--- src/rtl/seg_view_pkg.sv ---
// Shared constants for the seven-segment view controller:
// window limits, special digit codes and the segment glyph table.
package seg_view_pkg;

    localparam logic [1:0] VIEW_MIN = 2'b00;
    localparam logic [1:0] VIEW_MAX = 2'b10;

    localparam logic [3:0] CODE_MINUS = 4'hA;
    localparam logic [3:0] CODE_BLANK = 4'hF;

    localparam logic [6:0] SEG_OFF = 7'h7F;

    typedef enum logic [1:0] {
        STEP_NONE = 2'b00,
        STEP_UP   = 2'b01,
        STEP_DOWN = 2'b10
    } step_e;

    // Active-low {g,f,e,d,c,b,a}; entry 15 first, entry 0 last.
    localparam logic [15:0][6:0] SEG_LUT = {
        SEG_OFF,  // F
        SEG_OFF,  // E
        SEG_OFF,  // D
        SEG_OFF,  // C
        SEG_OFF,  // B
        7'h3F,    // A: minus
        7'h10,    // 9
        7'h00,    // 8
        7'h78,    // 7
        7'h02,    // 6
        7'h12,    // 5
        7'h19,    // 4
        7'h30,    // 3
        7'h24,    // 2
        7'h79,    // 1
        7'h40     // 0
    };

    function automatic logic [6:0] seg_decode(input logic [3:0] code);
        return SEG_LUT[code];
    endfunction

endpackage

--- src/rtl/seg_view_ctrl_btn_debounce.sv ---
// Button conditioner: two-flop synchronizer, stability counter
// and a one-cycle press pulse on the debounced rising edge.
module btn_debounce #(
    parameter int DEBOUNCE_CYCLES = 500000
) (
    input  logic clk,
    input  logic rst_n,
    input  logic btn,
    output logic press
);

    localparam int CW = (DEBOUNCE_CYCLES > 2) ? $clog2(DEBOUNCE_CYCLES) : 1;
    localparam logic [CW-1:0] CNT_LAST = CW'(DEBOUNCE_CYCLES - 1);

    logic          meta;
    logic          sync;
    logic          db;
    logic          db_d;
    logic [CW-1:0] cnt;

    always_ff @(posedge clk) begin
        if (!rst_n) begin
            meta <= 1'b0;
            sync <= 1'b0;
            db   <= 1'b0;
            db_d <= 1'b0;
            cnt  <= '0;
        end else begin
            meta <= btn;
            sync <= meta;
            db_d <= db;
            if (sync == db) begin
                cnt <= '0;
            end else if (cnt == CNT_LAST) begin
                db  <= sync;
                cnt <= '0;
            end else begin
                cnt <= cnt + 1'b1;
            end
        end
    end

    assign press = db & ~db_d;

endmodule

--- src/rtl/seg_view_ctrl.sv ---
// Scroll-button view register and four-digit multiplexed scanner
// for the active-low seven-segment display.
module seg_view_ctrl
    import seg_view_pkg::*;
#(
    parameter int DEBOUNCE_CYCLES = 500000,
    parameter int REFRESH_DIV     = 100000
) (
    input  logic       clk,
    input  logic       rst_n,
    input  logic       btn_left,
    input  logic       btn_right,
    input  logic [3:0] disp0,
    input  logic [3:0] disp1,
    input  logic [3:0] disp2,
    input  logic [3:0] disp3,
    output logic [1:0] view_mode,
    output logic [3:0] an,
    output logic [6:0] seg,
    output logic       dp
);

    localparam int RW = (REFRESH_DIV > 2) ? $clog2(REFRESH_DIV) : 1;
    localparam logic [RW-1:0] REF_LAST = RW'(REFRESH_DIV - 1);

    logic          press_l;
    logic          press_r;
    step_e         step;
    logic [1:0]    view_next;
    logic [RW-1:0] ref_cnt;
    logic [1:0]    idx;
    logic [3:0]    code;

    btn_debounce #(
        .DEBOUNCE_CYCLES(DEBOUNCE_CYCLES)
    ) u_db_left (
        .clk  (clk),
        .rst_n(rst_n),
        .btn  (btn_left),
        .press(press_l)
    );

    btn_debounce #(
        .DEBOUNCE_CYCLES(DEBOUNCE_CYCLES)
    ) u_db_right (
        .clk  (clk),
        .rst_n(rst_n),
        .btn  (btn_right),
        .press(press_r)
    );

    // Simultaneous presses cancel out.
    always_comb begin
        step = STEP_NONE;
        unique case (1'b1)
            press_l & ~press_r: step = STEP_UP;
            press_r & ~press_l: step = STEP_DOWN;
            default:            step = STEP_NONE;
        endcase
    end

    always_comb begin
        view_next = view_mode;
        unique case (step)
            STEP_UP: begin
                if (view_mode != VIEW_MAX) view_next = view_mode + 2'd1;
            end
            STEP_DOWN: begin
                if (view_mode != VIEW_MIN) view_next = view_mode - 2'd1;
            end
            default: view_next = view_mode;
        endcase
    end

    always_comb begin
        code = CODE_BLANK;
        unique case (idx)
            2'd0: code = disp0;
            2'd1: code = disp1;
            2'd2: code = disp2;
            2'd3: code = disp3;
            default: code = CODE_BLANK;
        endcase
    end

    always_ff @(posedge clk) begin
        if (!rst_n) begin
            view_mode <= VIEW_MIN;
            ref_cnt   <= '0;
            idx       <= 2'd0;
            an        <= 4'b1111;
            seg       <= SEG_OFF;
            dp        <= 1'b1;
        end else begin
            view_mode <= view_next;
            if (ref_cnt == REF_LAST) begin
                ref_cnt <= '0;
                idx     <= idx + 2'd1;
            end else begin
                ref_cnt <= ref_cnt + 1'b1;
            end
            an  <= ~(4'b0001 << idx);
            seg <= seg_decode(code);
            // Decimal point on the rightmost digit marks a shifted window.
            dp  <= ~((idx == 2'd0) && (view_mode != VIEW_MIN));
        end
    end

endmodule

--- config.mk ---
export PLATFORM = sky130hd
export DESIGN_NAME = seg_view_ctrl
export DESIGN_NICKNAME = d
export VERILOG_FILES = /design/src/rtl/seg_view_pkg.sv /design/src/rtl/seg_view_ctrl_btn_debounce.sv /design/src/rtl/seg_view_ctrl.sv
export SDC_FILE = /design/constraint.sdc
export NUM_CORES = 1
export LEC_CHECK = 0
export ABC_AREA = 1
export CORE_AREA = 3 3 76 131
export CTS_CLUSTER_SIZE = 8
export DETAILED_ROUTE_END_ITERATION = 8
export DIE_AREA = 0 0 79 134
export PLACE_DENSITY = 0.67
export SYNTH_ARGS = -nofsm -noshare
export SYNTH_HDL_FRONTEND = slang
export SYNTH_SLANG_ARGS = --single-unit
--- constraint.sdc ---
create_clock -name clk -period 2.15 [get_ports clk]
set_input_delay 0.645 -clock clk [delete_from_list [all_inputs] [get_ports clk]]
set_output_delay 0.645 -clock clk [all_outputs]
set_load 0.01 [all_outputs]
==> results by group, run 1 <==
Status
  • Status: completed

Routing
  • Vias: 3687
  • Drt pass-1 iters: 6
  • Wire length per cell: approximately 11 um
  • DRC violations left: 0
  • Vias per inst: around 4.8
  • Initial drt markers: approximately 170
  • WL final: ~8500 um
  • DRT antenna net count: 0

Power and ir drop
  • P per Cell Area: approximately 650 mW/mm^2
  • Final Power: roughly 3100 uW
  • P_leak: around 0.0018 uW
  • Max VDD drop: between 0.4 and 0.5 mV

Critical path
  • Worst Path Max Fanout: 5
  • CP max-delay cell: clkdlybuf4s50_1
  • Levels on crit path: 1
  • Reg2Reg Depth: 9
  • Reg2Reg Setup Slack: around 290 ps
  • Arrival @ worst endpoint: approximately 1300 ps
  • CP Capture Type: output pin
  • WS Path Type: flip-flop to output pin
  • Largest stage delay, worst path: 560 ps
  • Startpoint types: flip-flop
  • Buf/Inv on CP: 1
  • Critical Path RT: approximately 1500 ps
  • CP cell instances: clkdlybuf4s50_1
  • Crit-path leading delay family: buffers and inverters

Placement
  • Post-DP HPWL: 6660 um
  • Placer Congestion: 0.919
  • Dpl cells: 748
  • I/O Buffers: 33

Floorplanning
  • Die height: ~130 um
  • Core Area: approximately 0.009 mm^2
  • Ports: 34
  • Starting Density: 0.441
  • Chip width: ~80 um
  • Rows: 46
  • Die area: approximately 0.011 mm^2

Logic synthesis
  • Async SR Flop Fraction: 0
  • Yosys cell types: 33
  • Sequential-to-total area share from yosys stat: 0.394
  • Main area contributors after synthesis: dfxtp_1 39%, nand2_1 16%, nor2_1 8.6%, inv_1 7.0%, nand3_1 4.6%
  • Seq cells post-synth: 79
  • Synthesized area per cell: slightly below 7 um^2
  • Gate Count Post-Synth: 592
  • Yosys top cell by area: dfxtp_1
  • Mapped Area: 0.00401 mm^2
  • Top FF cell, synth: dfxtp_1
  • Most common library cells after synthesis: 168 x nand2_1, 92 x nor2_1, 79 x dfxtp_1
  • Post-synth EDFFs: 0
  • Area share of the largest cell type after synthesis: 0.394
  • Syn_nets: between 600 and 700
  • Top-count cell post-synth: nand2_1
  • Yosys synthesis warning count: 0

STA
  • Fin crit share: 0.901
  • Max_slew headroom: 0.562
  • Worst Clk Skew: 6.97 ps
  • Minimum clock period: 1940 ps
  • Worst Tran Pin Value: 654 ps
  • Max-slew violations: 0
  • FMAX: 0.516 GHz
  • Endpoints failing setup: 0
  • Hold Slack: 413 ps
  • Final Hold Vio Count: 0
  • Unrepaired setup endpoints after global routing: no

Final layout
  • Final std cells w/o fill: between 700 and 800
  • Share of cells above drive strength 1: 0.0840
  • Nets@finish: 670
  • # fillers: 974
  • Number of diodes: 0
  • Layout area overhead: 19.3%

Clock tree
  • Hold_buf cts: 0
  • H-tree depth: 3
  • Reg clk slew, reported paths: about 60 ps
  • Root Buffer: clkbuf_16
  • Clock buffer depth: 2
  • Post-CTS sizing: 0
  • CTS tree: built
  • Post-CTS setup buffers: 0
  • Clock insertion delay at the later pin of the skew report: 330 ps
  • Number of clock sinks: a little under 80
  • Num CTS Buffers: 9

Global routing
  • Initial antenna violation count: 0
  • First-pass GRT wire length: between 15000 and 20000 um
  • Global-route total usage across every layer: 0.177
  • Gr ovfl total: 0
  • Largest net degree at the start of global routing: 19
  • Number of global-route vias before repair: between 3000 and 4000

Min path
  • Min-Delay Path Class: flip-flop to flip-flop
  • Hold Crit Depth: 2

Flow run
  • # Max-Cap Violations: 0
==> placed cells by master (no fill, tap or decap), types with 2 or more instances in the layout <==
| cell type | count |
|---|---|
| nand4_1 | 15 |
| clkinv_4 | 2 |
| inv_1 | 75 |
| a21oi_1 | 31 |
| xor2_1 | 14 |
| buf_4 | 8 |
| o21bai_1 | 3 |
| nor2_2 | 16 |
| or2_2 | 4 |
| clkdlybuf4s50_1 | 33 |
| dfxtp_1 | 79 |
| nand3_1 | 37 |
| nand3b_1 | 2 |
| nand2_1 | 168 |
| ha_1 | 11 |
| nor2_1 | 92 |
| nand3_2 | 2 |
| nor3_1 | 10 |
| nand2_2 | 3 |
| clkbuf_16 | 9 |
| o21ai_2 | 2 |
| o21ai_0 | 12 |
==> logic make-up (layout without fill, tap and decap cells) <==
| logic type | Yosys count | after routing | synth area share |
|---|---|---|---|
| XOR/XNOR | 15 | 15 | 0.0327 |
| AND/OR/NAND/NOR | 353 | 353 | 0.377 |
| flip-flops | 79 | 79 | 0.394 |
| buffers and inverters | 81 | 132 | 0.0845 |
| AO/OA/AOI/OAI | 53 | 53 | 0.0773 |
| adder cells (fa/ha/maj) | 11 | 11 | 0.0343 |
==> final timing paths <==
| kind | from | end |
|---|---|---|
| max reg2reg | idx[0] | seg[1] |
| min | u_db_right.meta | u_db_right.sync |
| min reg2reg | u_db_right.meta | u_db_right.sync |
| max | view_mode[1] | view_mode[1] |
==> through the flow <==
step,utilization,setup WS (ps),cell area [um^2],setup TNS [ps]
final,0.527,213,4790,0
after global routing,0.527,127,4790,0
after CTS,0.527,206,4790,0
after detailed placement,0.495,-54.3,4500,-54.3
after global placement,0.495,-24.4,4500,-24.4
after floorplan,-,359,4010,0
==> sequential cells by signal (all words and copies together) (netlist names), 2 cells and up <==
name and cells:
u_db_right.cnt 19, an 4, view_mode 2, u_db_left.cnt 19
ref_cnt 17, seg 7, idx 2
==> layout make-up <==
cell class                 count  area [um^2]  area share
tap                          120          150      0.0313
timing repair buffer          41          390      0.0815
clock inverter                 5         60.1      0.0125
sequential                    79         1580       0.330
multi-input combinational    432         2090       0.437
clock buffer                  10          229      0.0478
inverter                      76          285      0.0596
==> where the power goes <==
part           internal, uW  total [uW]  switching, uW
Combinational          78.4         144           65.4
Clock                   894        1470            579
Sequential             1480        1490           9.91
Total                  2460        3110            654
==> metal layers <==
metal | vias up | wire length [um] | track usage
met2 | 45 | 4730 | 0.330
li1 | 1957 | - | -
met4 | 0 | 379 | 0.109
met5 | - | 0 | 0
met3 | 29 | 175 | 0.0316
met1 | 1656 | 3250 | 0.177
Power figures use the tool's default switching activity.
==> run 2: changes to the inputs <==
CORE_AREA = 2 2 75 130   (was 3 3 76 131)
CTS_CLUSTER_DIAMETER = 30   (was default)
DIE_AREA = 0 0 77 132   (was 0 0 79 134)
REMOVE_ABC_BUFFERS = 1   (was default)
==> results by group, run 2 (same netlist as run 1, synthesis figures left out) <==
Min path
  • Min-Delay Path Class: flip-flop to flip-flop

Final layout
  • Share of cells above drive strength 1: 0.0826
  • Final std cells w/o fill: 762
  • Post-layout instance area: ~0.0048 mm^2
  • Biggest regs: u_db_left.cnt: 19 flops, u_db_right.cnt: 19 flops, ref_cnt: 17 flops
  • Layout area overhead: 18.6%
  • Most common cell after layout, fill and taps aside: nand2_1
  • Final core occ: 0.524
  • Nets@finish: 668
  • Most frequent cells in the layout: 168 x nand2_1, 92 x nor2_1, 79 x dfxtp_1
  • Number of diodes: 0

Routing
  • DRT antenna net count: 0
  • Wire length per cell: 11.1 um
  • DRC violations left: 0
  • WL final: roughly 8400 um
  • Drt pass-1 iters: 4
  • Vias per inst: ~4.8
  • Vias: about 3700
  • Initial drt markers: between 150 and 200

Clock tree
  • Post-CTS setup buffers: 0
  • Number of clock sinks: 79
  • Num CTS Buffers: 9
  • Post-CTS sizing: 0
  • Clock insertion delay at the later pin of the skew report: between 300 and 400 ps
  • Reg clk slew, reported paths: approximately 60 ps
  • CTS tree: built
  • Hold_buf cts: 0
  • Root Buffer: clkbuf_16
  • Clock buffer depth: 2
  • H-tree depth: 3

Placement
  • I/O Buffers: 33
  • Post-DP HPWL: between 6000 and 7000 um
  • Dpl cells: roughly 750
  • Post-DP Area: about 0.0045 mm^2
  • Placer Congestion: 0.926

Floorplanning
  • Rows: 46
  • Die height: between 100 and 150 um
  • Ports: 34
  • Core Area: just over 0.009 mm^2
  • Chip width: a little under 80 um
  • Die area: 0.0102 mm^2
  • Starting Density: 0.441

STA
  • Max-slew violations: 0
  • Setup TNS: 0 ps
  • Fin crit share: 0.894
  • Worst Clk Skew: about 11 ps
  • Minimum clock period: approximately 1900 ps
  • Worst Tran Pin Value: between 600 and 700 ps
  • Final Hold Vio Count: 0
  • Max_slew headroom: 0.568
  • Unrepaired setup endpoints after global routing: no
  • FMAX: ~0.52 GHz
  • Endpoints failing setup: 0

Critical path
  • Arrival @ worst endpoint: ~1300 ps
  • CP Capture Type: output pin
  • Critical Path RT: roughly 1500 ps
  • WS Path Type: flip-flop to output pin
  • Crit-path leading delay family: buffers and inverters
  • Startpoint types: flip-flop
  • Buf/Inv on CP: 1
  • CP cell instances: clkdlybuf4s50_1
  • CP max-delay cell: clkdlybuf4s50_1
  • Largest stage delay, worst path: 560 ps
  • Worst Path Max Fanout: 5

Global routing
  • Gr ovfl total: 0
  • Global-route total usage across every layer: 0.179
  • Initial antenna violation count: 0
  • Largest net degree at the start of global routing: 19
  • Number of global-route vias before repair: 3572
  • First-pass GRT wire length: ~15000 um

Flow run
  • # Max-Cap Violations: 0

Power and ir drop
  • Max VDD drop: approximately 0.42 mV
  • P_leak: about 0.0018 uW
  • P per Cell Area: ~640 mW/mm^2

Status
  • Status: completed
-- run 2: cell types whose count changed in the layout (fill, tap and decap cells not counted) --
cell,previous run,this run
clkinv_2,1,2
bufinv_16,1,0
clkinv_4,2,1
buf_4,8,6
clkinvlp_4,1,2
clkbuf_8,0,1
-- run 2: metal layers --
layer | part of all wire | wire length [um] | track usage
met1 | 0.39 | 3250 | 0.184
met2 | 0.55 | 4670 | 0.332
met3 | 0.024 | 201 | 0.0356
met4 | 0.038 | 319 | 0.100
met5 | 0 | 0 | 0
-- run 2: metrics by stage --
step           hold WS [ps]  worst slack, ps  power (uW)
6_report                415              228        3040
3_5_place_dp            404            -49.1        1670
2_1_floorplan           390              359        1590
3_3_place_gp            395            -35.2        1660
5_1_grt                 435             99.5        3170
4_1_cts                 418              209        3090
-- run 2: final timing paths --
kind	startpoint	end	slack, ps	depth (start not counted)
setup / recovery	view_mode[1]	view_mode[1]	230	1
hold / removal	u_db_left.meta	u_db_left.sync	420	2
setup reg to reg	u_db_right.cnt[1]	u_db_right.cnt[15]	270	8
hold reg to reg	u_db_left.meta	u_db_left.sync	420	2
-- run 2: final cells by class --
class / count / area (um^2)
fill: 965 / 4330
multi-input combinational: 432 / 2090
sequential: 79 / 1580
timing repair buffer: 39 / 375
inverter: 76 / 285
clock buffer: 11 / 243
tap: 120 / 150
clock inverter: 5 / 33.8
-- run 2: power breakdown --
group	internal, uW	switching (uW)	total, uW
Combinational	76.7	65.8	142
Sequential	1480	9.30	1490
Clock	811	594	1400
==> run 3: changes to the inputs <==
GPL_TIMING_DRIVEN = 1   (was default)
==> results of run 3 <==
The final DEF is identical to that of run 2; final timing and power are the same.
